### config.mk
export PLATFORM = sky130hd
export DESIGN_NAME = regfile_mp
export DESIGN_NICKNAME = d
export VERILOG_FILES = /design/src/rtl/regfile_pkg.sv /design/src/rtl/regfile_rd_port.sv /design/src/rtl/regfile_mp.sv
export SDC_FILE = /design/constraint.sdc
export NUM_CORES = 2
export LEC_CHECK = 0
export CAP_MARGIN = 20
export CORE_MARGIN = 10
export CORE_UTILIZATION = 41
export CTS_BUF_LIST = sky130_fd_sc_hd__clkbuf_4 sky130_fd_sc_hd__clkbuf_8
export DETAILED_ROUTE_END_ITERATION = 16
export DONT_BUFFER_PORTS = 1
export SLEW_MARGIN = 10
export SYNTH_ARGS = -nofsm -noshare
export SYNTH_HDL_FRONTEND = slang
export SYNTH_HIERARCHICAL = 1
export SYNTH_SLANG_ARGS = --single-unit
### constraint.sdc
create_clock -name clk -period 2.63 [get_ports clk]
set_input_delay 0.526 -clock clk [delete_from_list [all_inputs] [get_ports clk]]
set_output_delay 0.526 -clock clk [all_outputs]
set_load 0.1 [all_outputs]
### src/rtl/regfile_pkg.sv
// Shared constants and helpers for the multi-read-port register file.
//   DEF_DATA_W / DEF_ADDR_W : default register width and address width
//   NUM_BYTES / DEPTH       : byte lanes per register and entry count at the defaults
//   mergeByte()             : one byte lane of an old/new merge under a lane enable
package regfile_pkg;

  localparam int DEF_DATA_W = 32;
  localparam int DEF_ADDR_W = 5;
  localparam int NUM_BYTES  = DEF_DATA_W / 8;
  localparam int DEPTH      = 2 ** DEF_ADDR_W;

  // Used by both the storage write path and the read-port bypass, so the
  // forwarded value is by construction identical to what lands in storage.
  function automatic logic [7:0] mergeByte(input logic [7:0] oldByte,
                                           input logic [7:0] newByte,
                                           input logic       laneEn);
    return laneEn ? newByte : oldByte;
  endfunction

endpackage

### src/rtl/regfile_rd_port.sv
// One synchronous read port of regfile_mp.
//   clk, rst_n : clock, asynchronous active-low reset
//   rdEn       : read enable; rdAddr : read address
//   memData    : current (pre-write) storage contents at rdAddr
//   wrEn, wrAddr, wrData, wrBe : write request seen this cycle (for bypass)
//   rdData     : registered read data; rdValid : rdData updated on last edge
module regfile_rd_port
  import regfile_pkg::*;
#(
  parameter int DATA_W   = DEF_DATA_W,
  parameter int ADDR_W   = DEF_ADDR_W,
  parameter bit ZERO_REG = 1'b1,
  parameter bit BYPASS   = 1'b1
) (
  input  logic                clk,
  input  logic                rst_n,
  input  logic                rdEn,
  input  logic [ADDR_W-1:0]   rdAddr,
  input  logic [DATA_W-1:0]   memData,
  input  logic                wrEn,
  input  logic [ADDR_W-1:0]   wrAddr,
  input  logic [DATA_W-1:0]   wrData,
  input  logic [DATA_W/8-1:0] wrBe,
  output logic [DATA_W-1:0]   rdData,
  output logic                rdValid
);

  localparam int nBytes = DATA_W / 8;

  logic [DATA_W-1:0] nextData;
  logic              hitWrite;

  assign hitWrite = BYPASS && wrEn && (rdAddr == wrAddr);

  always_comb begin
    nextData = memData;
    if (ZERO_REG && (rdAddr == '0)) begin
      // Forced here so neither stale storage nor a bypassed write can leak out.
      nextData = '0;
    end else if (hitWrite) begin
      for (int k = 0; k < nBytes; k++) begin
        nextData[8*k +: 8] = mergeByte(memData[8*k +: 8], wrData[8*k +: 8], wrBe[k]);
      end
    end
  end

  always_ff @(posedge clk or negedge rst_n) begin
    if (!rst_n) begin
      rdData  <= '0;
      rdValid <= 1'b0;
    end else begin
      rdValid <= rdEn;
      if (rdEn) begin
        rdData <= nextData;
      end
    end
  end

endmodule

### src/rtl/regfile_mp.sv
// Parametrised multi-read-port register file with byte-lane writes,
// optional hardwired zero register and optional write-to-read bypass.
//   clk, rst_n : clock, asynchronous active-low clear of storage and outputs
//   rd_en      : [NUM_RD] per-port read enables
//   rd_addr    : [NUM_RD*ADDR_W] read addresses, port i at [i*ADDR_W +: ADDR_W]
//   rd_data    : [NUM_RD*DATA_W] registered read data, port i at [i*DATA_W +: DATA_W]
//   rd_valid   : [NUM_RD] port data updated on the last edge
//   wr_en, wr_addr, wr_data, wr_be : write strobe, address, data, byte-lane enables
module regfile_mp
  import regfile_pkg::*;
#(
  parameter int DATA_W   = DEF_DATA_W,
  parameter int ADDR_W   = DEF_ADDR_W,
  parameter int NUM_RD   = 2,
  parameter bit ZERO_REG = 1'b1,
  parameter bit BYPASS   = 1'b1
) (
  input  logic                     clk,
  input  logic                     rst_n,
  input  logic [NUM_RD-1:0]        rd_en,
  input  logic [NUM_RD*ADDR_W-1:0] rd_addr,
  output logic [NUM_RD*DATA_W-1:0] rd_data,
  input  logic                     wr_en,
  input  logic [ADDR_W-1:0]        wr_addr,
  input  logic [DATA_W-1:0]        wr_data,
  input  logic [DATA_W/8-1:0]      wr_be,
  output logic [NUM_RD-1:0]        rd_valid
);

  localparam int nBytes = DATA_W / 8;
  localparam int depth  = 2 ** ADDR_W;

  logic [DATA_W-1:0] mem [depth];
  logic              wrAllowed;

  // Writes to register 0 are dropped at the source when it is hardwired.
  assign wrAllowed = wr_en && !(ZERO_REG && (wr_addr == '0));

  always_ff @(posedge clk or negedge rst_n) begin
    if (!rst_n) begin
      for (int e = 0; e < depth; e++) begin
        mem[e] <= '0;
      end
    end else if (wrAllowed) begin
      for (int k = 0; k < nBytes; k++) begin
        mem[wr_addr][8*k +: 8] <= mergeByte(mem[wr_addr][8*k +: 8], wr_data[8*k +: 8], wr_be[k]);
      end
    end
  end

  for (genvar gi = 0; gi < NUM_RD; gi++) begin : gRdPort
    regfile_rd_port #(
      .DATA_W  (DATA_W),
      .ADDR_W  (ADDR_W),
      .ZERO_REG(ZERO_REG),
      .BYPASS  (BYPASS)
    ) uRdPort (
      .clk    (clk),
      .rst_n  (rst_n),
      .rdEn   (rd_en[gi]),
      .rdAddr (rd_addr[gi*ADDR_W +: ADDR_W]),
      .memData(mem[rd_addr[gi*ADDR_W +: ADDR_W]]),
      .wrEn   (wr_en),
      .wrAddr (wr_addr),
      .wrData (wr_data),
      .wrBe   (wr_be),
      .rdData (rd_data[gi*DATA_W +: DATA_W]),
      .rdValid(rd_valid[gi])
    );
  end

endmodule

## Yosys cells after proc, flatten, opt, wreduce, memory -nomap -nowiden

Index checks and enable logic that the tools add are counted.

| cells by class | value |
|---|---|
| equality and inequality tests | 2 |
| bitwise logic cells | 3 |
| reductions and logical operators | 8 |
| magnitude comparators | 4 |
| multiplexer cells | 37 |

Operators by type and width:

| operator | count |
|---|---|
| $bwmux W1024 | 4 |
| $demux W32 S5 | 4 |
| $bmux W32 S5 | 3 |
| $mux W32 | 11 |
| $mux W8 | 13 |
| $mux W24 | 1 |
| $ge A6 B6 Y1 const B | 3 |
| $not A5 Y6 | 3 |
| $mux W16 | 1 |
| $logic_not A5 Y1 | 3 |
| $eq A5 B5 Y1 | 2 |
| $lt A6 B1 Y1 const B | 1 |
| $logic_and A1 B1 Y1 | 4 |
| $logic_not A1 Y1 | 1 |

| storage, ports and cells | value |
|---|---|
| output and inout port bits | 66 |
| input bits | 56 |
| register bits | 1090 |

## Logic depth before layout (Yosys ltp)

| depth | value |
|---|---|
| depth in word-level cells | 9 |
| gate-level depth with buffers | 13 |
| depth with buffers taken out | 6 |

## Modules after synthesis

The synthesis kept the hierarchy.

By module, submodules not included:

| module | instances | seq. area each (um2) | cells an instance | area each (um2) |
|---|---|---|---|---|
| regfile_mp | 1 | 25624.6 | 4748 | 63163.1 |
| regfile_rd_port | 2 | 825.8 | 199 | 2020.7 |

## Least setup slack after synthesis

OpenSTA, ideal clock, no wires.

| path | value |
|---|---|
| kind | input to register |
| from | input rd_addr[5] |
| to | register gRdPort[1].uRdPort.rdData[4] |
| path buffers | 4 |
| path slack | -0.011 ns |
| data arrival time | 2.495 ns |
| required time | 2.485 ns |
| stages on the path | 9 |
| cell sequence | clkbuf_1 -> clkbuf_1 -> buf_1 -> buf_2 -> mux4_2 -> mux2i_1 -> a221oi_1 -> nand2_1 -> o221ai_2 |

| between the ends | value |
|---|---|
| longest elaborated chain between the ends | 7 |
| elaborated cells on any way between the ends | 10 |
| those cells by class | 1 x eq/ne; 6 x mux; 1 x bitwise; 2 x reduce/logical |

RTL lines:

| element | line | RTL |
|---|---|---|
| from (decl) | regfile_mp.sv:21 | `input logic [NUM_RD*ADDR_W-1:0] rd_addr,` |
| $not A5 Y6 (implied by the code) | regfile_mp.sv:62 | `.memData(mem[rd_addr[gi*ADDR_W +: ADDR_W]]),` |
| $bmux W32 S5 | regfile_mp.sv:62 |  |
| $mux W32 (implied by the code) (2 in series) | regfile_mp.sv:62 |  |
| $mux W8 | regfile_pkg.sv:17 | `return laneEn ? newByte : oldByte;` |
| $mux W32 | regfile_rd_port.sv:40 | `end else if (hitWrite) begin` |
| $mux W32 * | regfile_rd_port.sv:37 | `if (ZERO_REG && (rdAddr == '0)) begin` |
| to (signal assigned) | regfile_rd_port.sv:54 | `rdData <= nextData;` |
| to (decl) | regfile_rd_port.sv:24 | `output logic [DATA_W-1:0] rdData,` |

Every way passes the cells marked *; elsewhere a longest branch is shown, timed or not. The select of a mux whose other input is x is not followed.
A chain may end at the register's enable or synchronous reset.

## Final worst setup path

| path | value |
|---|---|
| from | register mem[861] (netlist name) |
| to | register gRdPort[1].uRdPort.rdData[29] |

| between the ends | value |
|---|---|
| longest elaborated chain between the ends | 6 |

RTL lines:

| element | line | RTL |
|---|---|---|
| from (decl) | regfile_mp.sv:33 | `logic [DATA_W-1:0] mem [depth];` |
| from (signal, indexed assignment) | regfile_mp.sv:46 | `mem[wr_addr][8*k +: 8] <= mergeByte(mem[wr_addr][8*k +: 8], wr_data[8*k +: 8], wr_be[k]);` |
| $bmux W32 S5 * | regfile_mp.sv:62 |  |
| $mux W32 (implied by the code) * (2 in series) | regfile_mp.sv:62 |  |
| $mux W8 | regfile_pkg.sv:17 |  |
| $mux W32 * | regfile_rd_port.sv:40 |  |
| $mux W32 * | regfile_rd_port.sv:37 |  |

Marked as above.

==> out/results.tsv <==
stage	metric	value	unit
clocking	postCtsSetupBuffers	0	
yosys	synth_ff_type	dfrtp_1	
yosys	synth_adder_area_share	0	
yosys	async_flop_share	1.00	
finish	fin_cells	7441	
timing	grt_setup_unrepaired	no	
finish	finalNetCount	5186	
drt	drtPass1Iterations	8	
timing	finalSetupViolations	0	
clocking	clkSlewWorstSetupHoldPaths	0.06	ns
yosys	synth_top_family_by_area	multiplexers	
global_routing	grt_usage	0.266	
critical_path	start_kind	flop	
clocking	insertion_delay	0.95	ns
power	leakage	32.5	nW
drt	vias_per_cell	6.56	
timing	max_freq	0.388	GHz
yosys	yosys.area_share.xor_xnor	0.00130	
yosys	ys_ff_latch	1090	
clocking	root_buffer	clkbuf_8	
power	peakVddDrop	0.496	mV
finish	final_cell_mix	1090 x dfrtp_1, 780 x mux2_2, 660 x mux2i_1, 565 x mux4_2, 316 x nand2_1	
placed_design	placed_cells	7061	
finish	fin_util	0.464	
yosys	synth-edff-count	0	
yosys	synth_compound_area_frac	0.0805	
timing	clock_skew	0.0267	ns
clocking	cts.sinks	1090	
clocking	cts_tree	yes	
placed_design	dp_hpwl	145000	um
hold_path	hold_path.class	in -> async	
status	outcome	finished with violations	
global_routing	grt_use_met2	0.402	
finish	mostFrequentLayoutCell	dfrtp_1	
timing	drv_slew	159	
critical_path	critPathArrivalTime	3.44	ns
finish	area_growth	12.4	%
global_routing	met1_usage	0.343	
floorplan	row_count	148	
timing	timing.hold.ws	-0.706	ns
placed_design	io_buffers	0	
drt	wirelength	246000	um
yosys	synthCells	5146	
drt	drtIter0Drc	5383	
critical_path	end_kind	flop	
critical_path	critPathKind	reg -> reg	
yosys	avgSynthCellArea	13.1	um^2
yosys	synth_nets	5202	
global_routing	grt-ovfl-total	0	
yosys	synth.distinct_cells	64	
drt	antenna_left	0	
yosys	synth_seq_area_share	0.406	
critical_path	cp_max_fo	4	
drt	vias	48833	
floorplan	fp.dieH	425	um
yosys	synth-simple-area-share	0.0444	
critical_path	cp.required	3.49	ns
timing	finalHoldViolations	110	
global_routing	grt_pass1_wl	354000	um
placed_design	gp_congestion	0.857	
floorplan	die-area	0.181	mm^2
floorplan	ios	122	
yosys	muxShareOfSynthArea	0.418	
timing	layout_min_cycle_time	2.57	ns
global_routing	antenna_found_initial	16	
drt	wl_per_cell	33.1	um
finish	nFillCells	14479	
clocking	cts_buffer_depth	3	
timing	slew_headroom	-0.189	
timing	tightest_slew	1.78	ns
flow_run	drv_cap	0	
floorplan	start_util	0.413	
floorplan	core_area	0.163	mm^2
timing	finalCritPeriodShare	0.979	
clocking	ctsHoldBuffers	55	
power	power_density	713	mW/mm^2
yosys	synth.cell_area	0.0672	mm^2
clocking	cts_buffers	182	
floorplan	chipWidth	425	um
clocking	h-tree-depth	4	
drt	drc	0	
global_routing	top_usage_layer	met2	
global_routing	grt_pass1_vias	49036	
yosys	synth.yosys.warnings	6	
global_routing	grtUsageMet3	0.0798	
global_routing	grt_max_degree	470	
finish	drive_gt1_frac	0.408	
status	violations	negative hold slack, max-slew violations	
## cells by family after synthesis
family / Yosys count
compound gates: 728
xor+xnor: 10
buf+inv: 696
flops: 1090
mux: 2005
simple gates: 617
## flip-flops by register name, summed over array words and instances, names as in the netlist
register and count:
gRdPort.uRdPort/rdValid 2, gRdPort.uRdPort/rdData 64, mem 1024
## critical path, cell delays in order, from the launching register on
cell and delay (ns):
dfrtp_1 0.40, mux4_2 0.26, mux2i_1 0.08, a22o_1 0.23, a221oi_1 0.63, nand2_1 0.16
o221ai_2 0.17, dlygate4sd3_1 0.57
## cells in the mapped netlist (all sizes together) (17+ instances only)
cell | instances | share of area
a22o | 69 | 0.0090
nor2b | 17 | 0.0016
o22ai | 130 | 0.012
mux2i | 660 | 0.098
a22oi | 72 | 0.0080
o221ai | 64 | 0.014
nand2 | 317 | 0.018
nand4 | 65 | 0.0061
clkbuf | 322 | 0.019
o31ai | 31 | 0.0035
and2 | 18 | 0.0017
inv | 94 | 0.0053
mux2 | 780 | 0.13
a221oi | 64 | 0.0083
nor4 | 35 | 0.0039
a32oi | 30 | 0.0039
mux4 | 565 | 0.19
buf | 280 | 0.025
nand3 | 23 | 0.0017
o21ai | 185 | 0.014
a21oi | 63 | 0.0049
dfrtp | 1090 | 0.41
nor2 | 71 | 0.0040
## layer usage
layer  part of all wire  vias to the layer above
met5            0.00024                        -
met4              0.057                        8
met3               0.11                      677
met2               0.45                     2694
met1               0.39                    25543
li1                   -                    19911
## metrics by stage
step	worst slack [ns]	TNS, ns	cell area [um^2]	power (mW)	hold WS (ns)
detailed placement	-0.915	-374.10	70900	37.2	0.231
finish	0.0555	0	75500	53.8	-0.706
floorplan	0.00805	0	67200	33.6	0.230
global route	0.0153	0	75500	56.2	-0.750
global placement	-0.934	-364.26	70900	36.8	0.231
CTS	0.0865	0	75400	53.8	-0.782
## cell type report
class / instances / area [um^2] / share of cell area
tap: 2175 / 2720 / 0.0360
clock buffer: 288 / 3700 / 0.0490
timing repair buffer: 402 / 4350 / 0.0576
inverter: 94 / 353 / 0.00467
sequential: 1090 / 27300 / 0.361
antenna: 9 / 22.5 / 0.000298
clock inverter: 23 / 198 / 0.00262
multi-input combinational: 3360 / 36900 / 0.489
## repair_timing
action                     4_1_cts  5_1_grt
gates resized for setup          0        0
hold endpoints to repair       388      110
setup endpoints to repair        0      145
## path summary, 6_finish.rpt
kind / start / to / slack [ns] / cells past startpoint
setup / recovery: mem[861] / gRdPort[1].uRdPort/rdData[29] / 0.06 / 7
hold / removal: rst_n / mem[930] / -0.71 / 0
setup reg to reg: mem[861] / gRdPort[1].uRdPort/rdData[29] / 0.06 / 7
hold reg to reg: mem[993] / mem[993] / 0.41 / 0
max in group asynchronous: rst_n / mem[650] / 0.41 / 5
min in group clk: wr_en / gRdPort[0].uRdPort/rdData[26] / 0.10 / 3
## power by group
group	leakage [nW]	switching [mW]	total, mW	internal (mW)
Sequential	14.3	3.73	23.8	20.1
Combinational	16.2	6.05	13.7	7.62
Clock	2.07	7.26	16.4	9.13
Note: power is estimated with default switching activity, not from simulation.
